`src/rtl/audio_pkg.sv`:
```
// Shared audio types and helpers for the audio back end.
//   AUDIO_RATE      - nominal sample strobe rate in Hz
//   stereo_sample_t - one signed 16-bit left/right pair
//   offset_binary() - two's complement to offset binary (MSB flip)
package audio_pkg;

    localparam int unsigned AUDIO_RATE   = 48000;
    localparam int unsigned SAMPLE_WIDTH = 16;

    typedef struct packed {
        logic signed [SAMPLE_WIDTH-1:0] left;
        logic signed [SAMPLE_WIDTH-1:0] right;
    } stereo_sample_t;

    function automatic logic [SAMPLE_WIDTH-1:0] offset_binary(input logic [SAMPLE_WIDTH-1:0] s);
        return {~s[SAMPLE_WIDTH-1], s[SAMPLE_WIDTH-2:0]};
    endfunction

endpackage

```
`src/rtl/audio_sample_fifo.sv`:
```
// Synchronous FIFO for stereo sample pairs, single clock domain.
// Ports:
//   clk_pixel, reset (sync, active-high)
//   push/din  - write when push && !full
//   pop/dout  - dout shows the head entry; pop advances when !empty
//   full/empty - derived from pointers one bit wider than the address
module audio_sample_fifo #(
    parameter int unsigned WIDTH = 32,
    parameter int unsigned DEPTH = 4
) (
    input  logic             clk_pixel,
    input  logic             reset,
    input  logic             push,
    input  logic             pop,
    input  logic [WIDTH-1:0] din,
    output logic [WIDTH-1:0] dout,
    output logic             full,
    output logic             empty
);

    localparam int unsigned AW = $clog2(DEPTH);

    logic [WIDTH-1:0] mem_q [DEPTH];
    logic [AW:0]      wr_ptr_q;
    logic [AW:0]      rd_ptr_q;

    // Extra pointer bit distinguishes full (wrapped once) from empty.
    assign empty = (wr_ptr_q == rd_ptr_q);
    assign full  = (wr_ptr_q[AW] != rd_ptr_q[AW]) &&
                   (wr_ptr_q[AW-1:0] == rd_ptr_q[AW-1:0]);
    assign dout  = mem_q[rd_ptr_q[AW-1:0]];

    always_ff @(posedge clk_pixel) begin
        if (reset) begin
            wr_ptr_q <= '0;
            rd_ptr_q <= '0;
        end else begin
            if (push && !full) begin
                wr_ptr_q <= wr_ptr_q + 1'b1;
            end
            if (pop && !empty) begin
                rd_ptr_q <= rd_ptr_q + 1'b1;
            end
        end
    end

    // Storage needs no reset; contents are only visible through valid pointers.
    always_ff @(posedge clk_pixel) begin
        if (push && !full) begin
            mem_q[wr_ptr_q[AW-1:0]] <= din;
        end
    end

endmodule

```
`src/rtl/audio_pwm_dac.sv`:
```
// Stereo PWM audio DAC back end in the clk_pixel domain.
// Buffers signed stereo pairs in a small FIFO, pops one pair per carrier
// period into sample-and-hold registers and drives registered PWM bitstreams.
// Ports:
//   clk_pixel, reset (sync, active-high)
//   sample_valid/sample_ready, sample_left/sample_right - sample push side
//   pwm_left/pwm_right - registered 1-bit outputs for an external RC filter
//   overrun            - sticky, set when a pair arrives while the FIFO is full
// Build option: define AUDIO_PWM_SIGMA_DELTA_EN to replace the PWM comparator
// with a first-order sigma-delta modulator per channel.
module audio_pwm_dac
    import audio_pkg::*;
#(
    parameter int unsigned BIT_WIDTH   = 16,
    parameter int unsigned PWM_BITS    = 8,
    parameter int unsigned FIFO_DEPTH  = 4,
    parameter int unsigned ATTEN_SHIFT = 0
) (
    input  logic                 clk_pixel,
    input  logic                 reset,
    input  logic                 sample_valid,
    output logic                 sample_ready,
    input  logic [BIT_WIDTH-1:0] sample_left,
    input  logic [BIT_WIDTH-1:0] sample_right,
    output logic                 pwm_left,
    output logic                 pwm_right,
    output logic                 overrun
);

    localparam logic [PWM_BITS-1:0] PcntMax = '1;

    logic [PWM_BITS-1:0]         pcnt_q;
    logic                        fifo_full;
    logic                        fifo_empty;
    logic                        push;
    logic                        pop;
    logic [2*BIT_WIDTH-1:0]      fifo_dout;
    logic signed [BIT_WIDTH-1:0] held_left_q;
    logic signed [BIT_WIDTH-1:0] held_right_q;
    logic signed [BIT_WIDTH-1:0] s_left;
    logic signed [BIT_WIDTH-1:0] s_right;
    logic [BIT_WIDTH-1:0]        off_left;
    logic [BIT_WIDTH-1:0]        off_right;
    logic                        overrun_q;

    assign sample_ready = !fifo_full;
    assign push         = sample_valid && !fifo_full;
    // Empty is registered state, so a same-cycle push is never bypassed to the pop.
    assign pop          = (pcnt_q == PcntMax) && !fifo_empty;
    assign overrun      = overrun_q;

    audio_sample_fifo #(
        .WIDTH (2 * BIT_WIDTH),
        .DEPTH (FIFO_DEPTH)
    ) u_fifo (
        .clk_pixel (clk_pixel),
        .reset     (reset),
        .push      (push),
        .pop       (pop),
        .din       ({sample_left, sample_right}),
        .dout      (fifo_dout),
        .full      (fifo_full),
        .empty     (fifo_empty)
    );

    always_ff @(posedge clk_pixel) begin
        if (reset) begin
            pcnt_q       <= '0;
            held_left_q  <= '0;
            held_right_q <= '0;
            overrun_q    <= 1'b0;
        end else begin
            pcnt_q <= pcnt_q + 1'b1;
            if (pop) begin
                {held_left_q, held_right_q} <= fifo_dout;
            end
            if (sample_valid && fifo_full) begin
                overrun_q <= 1'b1;
            end
        end
    end

    // Attenuate, then flip the sign bit to get an unsigned offset-binary level.
    assign s_left    = held_left_q >>> ATTEN_SHIFT;
    assign s_right   = held_right_q >>> ATTEN_SHIFT;
    assign off_left  = {~s_left[BIT_WIDTH-1], s_left[BIT_WIDTH-2:0]};
    assign off_right = {~s_right[BIT_WIDTH-1], s_right[BIT_WIDTH-2:0]};

`ifdef AUDIO_PWM_SIGMA_DELTA_EN
    // The accumulator MSB is the carry out of the previous add and is the output.
    logic [BIT_WIDTH:0] acc_left_q;
    logic [BIT_WIDTH:0] acc_right_q;

    always_ff @(posedge clk_pixel) begin
        if (reset) begin
            acc_left_q  <= '0;
            acc_right_q <= '0;
        end else begin
            acc_left_q  <= {1'b0, acc_left_q[BIT_WIDTH-1:0]} + {1'b0, off_left};
            acc_right_q <= {1'b0, acc_right_q[BIT_WIDTH-1:0]} + {1'b0, off_right};
        end
    end

    assign pwm_left  = acc_left_q[BIT_WIDTH];
    assign pwm_right = acc_right_q[BIT_WIDTH];
`else
    logic [PWM_BITS-1:0] duty_left;
    logic [PWM_BITS-1:0] duty_right;
    logic                pwm_left_q;
    logic                pwm_right_q;
    logic                unused_low_bits;

    // Truncate to the top PWM_BITS of the offset-binary level.
    assign duty_left       = off_left[BIT_WIDTH-1 -: PWM_BITS];
    assign duty_right      = off_right[BIT_WIDTH-1 -: PWM_BITS];
    assign unused_low_bits = ^{off_left[BIT_WIDTH-PWM_BITS-1:0],
                               off_right[BIT_WIDTH-PWM_BITS-1:0]};

    always_ff @(posedge clk_pixel) begin
        if (reset) begin
            pwm_left_q  <= 1'b0;
            pwm_right_q <= 1'b0;
        end else begin
            pwm_left_q  <= (pcnt_q < duty_left);
            pwm_right_q <= (pcnt_q < duty_right);
        end
    end

    assign pwm_left  = pwm_left_q;
    assign pwm_right = pwm_right_q;
`endif

endmodule

```
`config.mk`:
```
export PLATFORM = sky130hd
export DESIGN_NAME = audio_pwm_dac
export DESIGN_NICKNAME = d
export VERILOG_FILES = /design/src/rtl/audio_pkg.sv /design/src/rtl/audio_sample_fifo.sv /design/src/rtl/audio_pwm_dac.sv
export SDC_FILE = /design/constraint.sdc
export NUM_CORES = 1
export LEC_CHECK = 0
export ABC_AREA = 1
export BUFFER_PORTS_ARGS = -buffer_cell sky130_fd_sc_hd__buf_2
export CORE_MARGIN = 4
export CORE_UTILIZATION = 35
export CTS_CLUSTER_DIAMETER = 120
export DETAILED_ROUTE_END_ITERATION = 8
export GPL_TIMING_DRIVEN = 0
export PLACE_DENSITY_LB_ADDON = 0.12
export SYNTH_ARGS = -nofsm -noshare
export SYNTH_HDL_FRONTEND = slang
export SYNTH_HIERARCHICAL = 1
export SYNTH_SLANG_ARGS = --single-unit
```
`constraint.sdc`:
```
create_clock -name clk_pixel -period 6.2 [get_ports clk_pixel]
set_clock_uncertainty 0.1 [all_clocks]
set_input_delay 0.62 -clock clk_pixel [delete_from_list [all_inputs] [get_ports clk_pixel]]
set_output_delay 0.62 -clock clk_pixel [all_outputs]
set_load 0.03 [all_outputs]
```
# [Word-level counts from Yosys, hierarchy flattened]
# Memories as Yosys holds them, arrays and structs flattened. A register that Yosys moved wholly into a read port is not among the register bits.
# Cells that the tools add are included.
# Widths: inputs -> output; s select.
[totals] ff_bits=17 latchBits=0 ram_bits=128 rom_bits=0 inputBits=35 out_inout_bits=4 word_cells=28 n_memories=1
[op_classes] addsub=3 n_mul=0 n_div=0 order_cmp=2 eq_ne=4 shift=0 n_mux=2 bitwise_logic=2 reduce_logical=8
[mem_list] name="u_fifo.mem_q" depth=4 width=32 rd=1 rd_ports_with_merged_regs=1 wr=1 line="audio_sample_fifo.sv:23" text="logic [WIDTH-1:0] mem_q [DEPTH];"
[op_table] op="$lt 8x8->1" n=2
[op_table] op="$add 8x1->8 const B" n=1
[op_table] op="$eq 8x8->1 const B" n=1
[op_table] op="$add 3x1->3 const B" n=2
[op_table] op="$logic_and 1x1->1" n=6
[op_table] op="$eq 3x3->1" n=1
[op_table] op="$eq 2x2->1" n=1
[op_table] op="$logic_not 1->1" n=2
[op_table] op="$mux 1" n=2
[op_table] op="$not 1->1" n=2
[op_table] op="$ne 1x1->1" n=1

# [Longest topological paths before layout]
[logic_depth] word_depth=7 mapped_depth=11 depth_no_buf=11

# [Modules after synthesis]
# The synthesis kept the hierarchy.
[by_module_without_submodules] module="audio_sample_fifo" n_inst=1 cells_each=385 area_each_um2=5230.0
[by_module_without_submodules] module="audio_pwm_dac" n_inst=1 cells_each=220 area_each_um2=1541.5

# [Worst setup path before layout]
# Ideal clock, no wire load.
[synth_timing] kind="register to register" startpoint="register u_fifo.wr_ptr_q[0]" endpoint="memory u_fifo.mem_q[0][0] (enable)" setup_time_ps=421 t_arrival_ps=2539 required_ps=5679 slack_ps=3140 stages_incl_launch_ff=9 n_path_buf=0 cell_sequence="dfxtp_1 > inv_1 > nand2_1 > nand2_2 > nand3_4 > inv_1 > nor2_1 > nand2_1 > nor2_1"
[synth_via] elab_chain_len=7
[synth_rtl] element="start: declaration" line="audio_sample_fifo.sv:24" text="logic [AW:0] wr_ptr_q;"
[synth_rtl] element="start signal: assignment" line="audio_sample_fifo.sv:39" text="wr_ptr_q <= wr_ptr_q + 1'b1;"
[synth_rtl] element="$eq 2x2->1" line="audio_sample_fifo.sv:30" text="(wr_ptr_q[AW-1:0] == rd_ptr_q[AW-1:0]);"
[synth_rtl] element="$logic_and 1x1->1" line="audio_sample_fifo.sv:29" text="assign full = (wr_ptr_q[AW] != rd_ptr_q[AW]) &&"
[synth_rtl] element="named net fifo_full" line="audio_pwm_dac.sv:33" text="logic fifo_full;"
[synth_rtl] element="$logic_not 1->1" line="audio_pwm_dac.sv:47" text="assign push = sample_valid && !fifo_full;"
[synth_rtl] element="$logic_and 1x1->1" line="audio_pwm_dac.sv:47"
[synth_rtl] element="named net push" line="audio_pwm_dac.sv:35" text="logic push;"
[synth_rtl] element="$logic_and 1x1->1" line="audio_sample_fifo.sv:49" text="if (push && !full) begin"
[synth_rtl] element="$mux 1" line="audio_sample_fifo.sv:49"
[synth_rtl] element="$mux 1 (implied by the code)" line="audio_sample_fifo.sv:50" text="mem_q[wr_ptr_q[AW-1:0]] <= din;"
[synth_rtl] element="end: declaration" line="audio_sample_fifo.sv:23"
# The timed path passes the listed nets, and every way through them passes these cells.

# [Final worst setup path]
[layout_timing] startpoint="register u_fifo.wr_ptr_q[0]" endpoint="memory u_fifo.mem_q[0][27] (enable)"
# Same word-level chain as after synthesis.

==> metrics.cfg <==
[synthesis]
avgSynthCellArea_um2 = 9.695
synth_area_um2 = 4469
ys_warn_count = 6
netlist_instances = 461
syn_nets = 516

[cts]
cts_buffer_depth = 2
cts_setup_buffers = 0
cts-hold-fix-buffers = 0
clkTransAtPathRegs_ns = 0.07
cts_max_level = 3
cts_tree = built
clock-sinks = 99
clockRootBuffer = clkbuf_16
insertion_delay_ns = 0.34
cts_resized = 0
cts_buffers = 9

[worst_setup_path]
r2r_start = u_fifo/wr_ptr_q[0]$_SDFFE_PP0P_
worstSetupPathType = reg -> reg
rrSetupSlack_ns = 3.56
end_kind = register
cp_max_fo = 9
r2r_cells = 9
r2r-end = u_fifo/mem_q[0][27]$_DFFE_PP_
crit_path_start_kind = register
cp.arrival_ns = 2.59
crit_required_ns = 6.16

[drt]
wl_per_cell_um = 13.37
viasPerCell = 4.501
vias = 3029
drtIter0Drc = 87
dr.pass1.iters = 4
drc = 0
ant_nets = 0
routed_wl_mm = 9.000

[floorplanning]
pin_count = 39
die-height_um = 121
dieArea_um2 = 14640
fp.dieW_um = 121
initial_core_util_pct = 35.56
row_count = 41
core_um2 = 12570

[global_routing]
grt.busiest_layer = met2
antenna_found_initial = 0
track_usage_pct = 13.41
grt_max_degree = 17
grt_use_met2_pct = 21.57
grt-ovfl-total = 0
grt_pass1_vias = 2977
grtUsageMet3_pct = 2.844
grt_pass1_wl_mm = 15.12
met1_usage_pct = 17.50

[cells_and_area]
layout_commonest_cell = nor2_1
drive_above_1_share_pct = 14.97
design_area_um2 = 5111
layout_common_cells = 69 x nor2_1, 64 x edfxtp_1, 60 x nand2_1, 58 x inv_1, 35 x dfxtp_1
nNetsFinal = 552
diodes = 0
syn_to_final_growth_pct = 14.36

[sta]
final_max_slew_viol_count = 0
tns_ns = 0
min_period_over_period_pct = 42.53
hold_violations = 0
setup_violations = 0
rsz0062_at_grt = false
slew_headroom_pct = 49.31
tightestPinTransition_ns = 0.7596
layout_min_cycle_time_ns = 2.637
fmax_mhz = 379.2

[min_path]
hold_path_class = reg -> reg
min_from = pcnt_q[0]$_SDFF_PP0_
min_to = pcnt_q[0]$_SDFF_PP0_
hold_depth = 1

[place]
hpwl_mm = 6.485
gp_congestion = 0.7332
port-buffer-count = 22
post_dp_cell_area_um2 = 4843

[power_and_ir_drop]
power_density_nw_per_um2 = 259.2
max-vdd-ir-drop_v = 0.0001465
leakagePower_nw = 2.072

[run]
cap_violations = 0

[outcome]
status = completed

[routing by layer]
layer | routed length (um) | vias to the layer above
met1 | 4344 | 1386
li1 | - | 1598
met5 | 0 | -
met3 | 271 | 11
met2 | 4223 | 34
met4 | 161 | 0
[flip-flops by register name, indices dropped and copies added, names as in the netlist, named ones only]
register         cells
pwm_right            1
u_fifo/wr_ptr_q      3
held_left_q          8
held_right_q         8
pcnt_q               8
pwm_left             1
u_fifo/mem_q        64
u_fifo/rd_ptr_q      3
overrun              1
[layout make-up]
cell class	count	area, um2
multi-input combinational	272	1438
fill	1262	7457
sequential	99	2623
buffer	27	177.7
clock buffer	10	229.0
inverter	63	239.0
clock inverter	5	38.79
tap	172	215.2
timing repair buffer	25	151.4
[through the flow]
stage                     utilization [%]  worst slack (ns)  power [mW]  hold slack (ns)  cells
after floorplan                         -             3.833      0.7945           0.3297    461
final                               40.67             3.563       1.325           0.3744    673
after detailed placement            38.54             3.551      0.8282           0.3678    658
after CTS                           40.67             3.542       1.348           0.3736    673
after global routing                40.67             3.341       1.385           0.3798    673
after global placement              38.15             2.968      0.8223           0.3437    655
[worst max path at each step]
stage                                     from                            end  slack (ns)  cells past startpoint
2_1_floorplan  u_fifo/wr_ptr_q[0]$_SDFFE_PP0P_  u_fifo/mem_q[0][10]$_DFFE_PP_        3.83                      8
3_3_place_gp   u_fifo/wr_ptr_q[0]$_SDFFE_PP0P_   u_fifo/mem_q[0][9]$_DFFE_PP_        2.97                      8
3_5_place_dp   u_fifo/wr_ptr_q[0]$_SDFFE_PP0P_  u_fifo/mem_q[3][12]$_DFFE_PP_        3.55                     10
4_1_cts        u_fifo/wr_ptr_q[0]$_SDFFE_PP0P_  u_fifo/mem_q[3][24]$_DFFE_PP_        3.54                     10
5_1_grt        u_fifo/wr_ptr_q[0]$_SDFFE_PP0P_   u_fifo/mem_q[3][9]$_DFFE_PP_        3.34                     10
6_report       u_fifo/wr_ptr_q[0]$_SDFFE_PP0P_  u_fifo/mem_q[0][27]$_DFFE_PP_        3.56                      9
[report_power, final]
part / switching [mW] / leakage (nW) / internal, mW / total, mW
Combinational: 0.0508 / 1.07 / 0.0262 / 0.0770
Clock: 0.241 / 0.129 / 0.272 / 0.513
Sequential: 0.00823 / 0.871 / 0.726 / 0.734
[critical path, stage by stage (launching register included)]
cell and delay (ns):
dfxtp_1 0.43, inv_1 0.12, nand2_1 0.10, nand2_2 0.09, nand3_4 0.12, inv_1 0.09
nor2_1 0.37, nand2_1 0.21, nor2_2 0.49, buf_6 0.23
No activity file was read; power rests on OpenSTA's default activity.
